$ cat src/rtl/sdram_arb.sv
// sdram_arb
// Two-client arbiter in front of a single SDRAM-style request port. It issues
// reads and writes downstream and routes in-order read returns back to the
// issuing client through a small tag FIFO.
//
// Optional feature macro: SDRAM_ARB_PRIO_EN
//   defined   -> fixed priority, client 0 wins when both clients are eligible
//   undefined -> round-robin between the two clients (default)
//
// Ports
//   clk, reset            single clock, synchronous active-high reset
//   c_req, c_we           per-client request valid / write flag
//   c_addr0/1, c_data0/1  per-client word address and write data
//   c_rdy                 per-client accept (transfer = c_req & c_rdy)
//   c_rvalid, c_rdata     per-client read-return strobe, shared return data
//   m_req, m_we, m_addr, m_data   downstream request (zero-latency pass-through)
//   m_rdy                 downstream accept
//   m_rdata, m_rvalid     downstream in-order read return
//   err                   sticky: a return arrived with no outstanding read
module sdram_arb #(
  parameter int TAGD = 4
) (
  input  logic        clk,
  input  logic        reset,
  input  logic [1:0]  c_req,
  input  logic [1:0]  c_we,
  input  logic [23:0] c_addr0,
  input  logic [23:0] c_addr1,
  input  logic [15:0] c_data0,
  input  logic [15:0] c_data1,
  output logic [1:0]  c_rdy,
  output logic [1:0]  c_rvalid,
  output logic [15:0] c_rdata,
  output logic        m_req,
  output logic        m_we,
  output logic [23:0] m_addr,
  output logic [15:0] m_data,
  input  logic        m_rdy,
  input  logic [15:0] m_rdata,
  input  logic        m_rvalid,
  output logic        err
);

  localparam int PW = (TAGD > 1) ? $clog2(TAGD) : 1;
  localparam int CW = PW + 1;

  logic [PW-1:0] wptr;
  logic [PW-1:0] rptr;
  logic [CW-1:0] count;
  logic          tag_mem [TAGD];

  logic [1:0] elig;
  logic       grant;
  logic       tag_full;
  logic       tag_empty;
  logic       push;
  logic       pop;
  logic       head;

`ifndef SDRAM_ARB_PRIO_EN
  logic       rr;
`endif

  assign tag_full  = (count == CW'(TAGD));
  assign tag_empty = (count == '0);

  always_comb begin
    // A read may only be granted while a tag slot is free; a pop in the same
    // cycle does not free the slot early.
    elig = c_req & (c_we | {2{~tag_full}});

`ifdef SDRAM_ARB_PRIO_EN
    grant = ~elig[0];
`else
    grant = (elig == 2'b11) ? rr : elig[1];
`endif

    m_req  = elig[grant] & ~reset;
    m_we   = c_we[grant];
    m_addr = grant ? c_addr1 : c_addr0;
    m_data = grant ? c_data1 : c_data0;

    c_rdy        = 2'b00;
    c_rdy[grant] = m_req & m_rdy;

    push = m_req & m_rdy & ~c_we[grant];
    pop  = m_rvalid & ~tag_empty & ~reset;

    head           = tag_mem[rptr];
    c_rvalid       = 2'b00;
    c_rvalid[head] = pop;
    c_rdata        = m_rdata;
  end

  always_ff @(posedge clk) begin
    if (reset) begin
      wptr  <= '0;
      rptr  <= '0;
      count <= '0;
      err   <= 1'b0;
`ifndef SDRAM_ARB_PRIO_EN
      rr    <= 1'b0;
`endif
    end else begin
      if (push) wptr <= (wptr == PW'(TAGD - 1)) ? '0 : wptr + 1'b1;
      if (pop)  rptr <= (rptr == PW'(TAGD - 1)) ? '0 : rptr + 1'b1;
      case ({push, pop})
        2'b10:   count <= count + 1'b1;
        2'b01:   count <= count - 1'b1;
        default: count <= count;
      endcase
      if (m_rvalid && tag_empty) err <= 1'b1;
`ifndef SDRAM_ARB_PRIO_EN
      if (m_req && m_rdy) rr <= ~grant;
`endif
    end
  end

  // Tag storage holds only the issuing client index; no reset needed.
  always_ff @(posedge clk) begin
    if (push) tag_mem[wptr] <= grant;
  end

endmodule

$ cat config.mk
export PLATFORM = sky130hd
export DESIGN_NAME = sdram_arb
export DESIGN_NICKNAME = d
export VERILOG_FILES = /design/src/rtl/sdram_arb.sv
export SDC_FILE = /design/constraint.sdc
export NUM_CORES = 1
export LEC_CHECK = 0
export ABC_AREA = 0
export CAP_MARGIN = 20
export CORE_MARGIN = 4
export CORE_UTILIZATION = 50
export CTS_BUF_LIST = sky130_fd_sc_hd__clkbuf_4 sky130_fd_sc_hd__clkbuf_8 sky130_fd_sc_hd__clkbuf_16
export DETAILED_ROUTE_END_ITERATION = 8
export DONT_BUFFER_PORTS = 1
export PLACE_DENSITY = 0.64
export SLEW_MARGIN = 10
export SYNTH_ARGS = -nofsm -noshare
export SYNTH_HDL_FRONTEND = slang
export SYNTH_SLANG_ARGS = --single-unit
$ cat constraint.sdc
create_clock -name clk -period 7.65 [get_ports clk]
set_input_delay 1.53 -clock clk [delete_from_list [all_inputs] [get_ports clk]]
set_output_delay 1.53 -clock clk [all_outputs]
set_load 0.05 [all_outputs]
==> key figures <==
Clock network
  – Post-CTS Hold Buffers: 0
  – Clock transition at path regs: roughly 0.08 ns
  – Number of setup buffers added after CTS: 0
  – TritonCTS buffer count: 3
  – Clk sinks: 15
  – Root Buffer: clkbuf_4
  – CTS tree: built
  – Max Root-Sink Buffers: 2
  – H-tree depth reported by CTS: 1
  – Worst-Skew Late Latency: around 0.29 ns
  – Post-CTS Resized: 0

Placed design
  – PortBufs: 0
  – DP Wirelength: 3310 um
  – Placed cells: between 150 and 200
  – Setup WS pre-CTS: ~2.6 ns
  – DP Area: about 1500 um2
  – Gpl congestion: around 0.71

Floorplan
  – Die Wd: 65.6 um
  – Core Region: around 3100 um2
  – Initial Utilization: 53.5%
  – Ports: around 170
  – Area of the die: between 4000 and 5000 um2
  – # rows: 20
  – Die Y: roughly 66 um

Setup path
  – Crit path max fanout: 28
  – End of the critical path: m_addr[19]
  – Startpoint types: input pin
  – Critical Path RT: slightly above 6 ns
  – Reg2reg path depth: 10
  – Crit. Startpoint: c_we[1]
  – Critical Path AT: 3.20 ns
  – Worst setup path class: in -> out
  – Worst reg2reg path startpoint: count[2]
  – Worst flop-to-flop path endpoint: count[2]
  – CP Capture Type: output port
  – Worst R2R Setup Slack: a little over 5 ns

Finish
  – Inserted Diodes: 0
  – Share of cells above drive strength 1: 48.0%
  – Area Growth Syn to Fin: -6.48%
  – Most frequent cells in the layout: mux2_4, nor2_1, dfxtp_1, a21oi_1, ha_1
  – Final nets: between 200 and 250
  – Final core utilization: 50.0%
  – Cell area after layout: around 1600 um2
  – Finished Layout Cells: roughly 170
  – Commonest non-fill, non-tap cell in the layout: mux2_4

STA
  – WHS: around 0.53 ns
  – RSZ-0062 raised after global routing: no
  – Max-slew headroom: roughly 28%
  – Setup WS post-layout: just under 3 ns
  – Total negative slack: 0 ns
  – Final count of negative-setup-slack endpoints: 0
  – Period utilization: about 62%
  – Fmax achieved: between 200 and 250 MHz
  – Final Hold Vio Count: 0
  – Fin crit period: approximately 4.7 ns
  – Max-slew violations: 0
  – Skew final: around 0.0038 ns
  – Slew @ Worst Pin: roughly 1.1 ns

Outcome
  – Outcome: completed

Drt
  – Routed vias: about 1.0k
  – Final wirelength: between 3000 and 4000 um
  – Antenna-violating nets left: 0
  – Routed length per instance: 22.7 um
  – Post-DR vias/cell: 5.98
  – DRC viols: 0
  – DR pass1 iterations: 4
  – Initial DRC Count: 40

Hold path
  – Min-Delay Path Class: reg -> reg

GRT
  – First-pass GRT wire length: 5170 um
  – Initial antenna violation count: 0
  – Pin count of the biggest net entering global routing: 43
  – Vias in the first global route: roughly 1.1k
  – GRT Total Usage: ~16%
  – GR Overflow Total: 0

Power
  – Worst VDD drop: about 0.086 mV
  – P_leak: 0.703 nW
  – PwrDens: 189 nW/um2
  – Power Total: between 0.2 and 0.3 mW

Logic synthesis
  – Register area share after synthesis: roughly 20%
  – Synthesized area per cell: 11.5 um2
  – Net count after synthesis: 255
  – Yosys warnings: 0
  – Synthesized area: around 1700 um2
  – Count of cell types in the netlist: 37
  – Syn Inst Count: 144
  – Synth Register Bits: 15

Flow run
  – Maxcap violations: 0
## how the worst min path moves through the flow
stage,end,cells past startpoint,start,slack [ns]
after floorplan,flip-flop,2,rptr[1],0.49
after global placement,rr,2,rr,0.52
after detailed placement,rr,2,rr,0.51
after CTS,rr,2,rr,0.53
after global routing,rr,2,rr,0.55
final,rr,2,rr,0.53
## synthesized netlist by cell type, drive strengths merged
cell type	n	area, um2
a211oi	1	12.5
a21o	1	7.51
a21oi	6	30.0
and2	7	46.3
and2b	1	8.76
buf	23	226
dfxtp	11	220
edfxtp	4	120
fa	1	20.0
ha	6	75.1
inv	7	26.3
mux2	42	616
mux2i	1	10.0
mux4	1	22.5
nand2	1	3.75
nand2b	2	15.0
nand3b	2	15.0
nor2	11	41.3
nor3	4	20.0
nor3b	2	26.3
nor4b	3	38.8
o21ai	1	5.00
o22ai	1	12.5
o31a	1	10.0
o31ai	1	7.51
or3	1	6.26
xor2	2	17.5
## cell type report
| class | instances | area [um2] |
|---|---|---|
| sequential | 15 | 340 |
| timing repair buffer | 2 | 27.5 |
| fill | 288 | 1550 |
| clock buffer | 4 | 30.0 |
| inverter | 7 | 26.3 |
| multi-input combinational | 99 | 1070 |
| tap | 44 | 55.1 |
## critical path: stages
cell,delay [ns]
nor4b_2,0.30
nand2b_1,0.18
a21o_2,0.40
buf_12,0.28
mux2_2,0.49
## power breakdown
| part | total (mW) | switching [mW] | leakage (nW) | internal (mW) |
|---|---|---|---|---|
| clock network | 0.0492 | 0.0254 | 0.0184 | 0.0238 |
| registers | 0.0944 | 0.00768 | 0.126 | 0.0867 |
| logic | 0.150 | 0.104 | 0.559 | 0.0458 |
| total | 0.293 | 0.137 | 0.703 | 0.156 |
## metal layers
layer	vias to the layer above	share of wire (%)	routed length, um	global-route usage, %
met4	0	1.1	44	5.44
li1	454	-	-	-
met3	18	11	438	6.50
met1	463	34	1320	16.8
met5	-	0	0	0
met2	88	54	2090	27.8
## cell families (layout without fill, tap and decap cells)
logic type | Yosys count | count (layout) | synth area share [%]
DFF | 15 | 15 | 20.5
and+or+nand+nor | 34 | 34 | 13.3
muxes | 44 | 44 | 39.0
adders and majority gates | 7 | 7 | 5.73
buffers and inverters | 30 | 13 | 15.2
AOI/OAI and AO/OA | 12 | 12 | 5.12
xor gates and xnor gates | 2 | 2 | 1.06
Power figures use the tool's default switching activity.
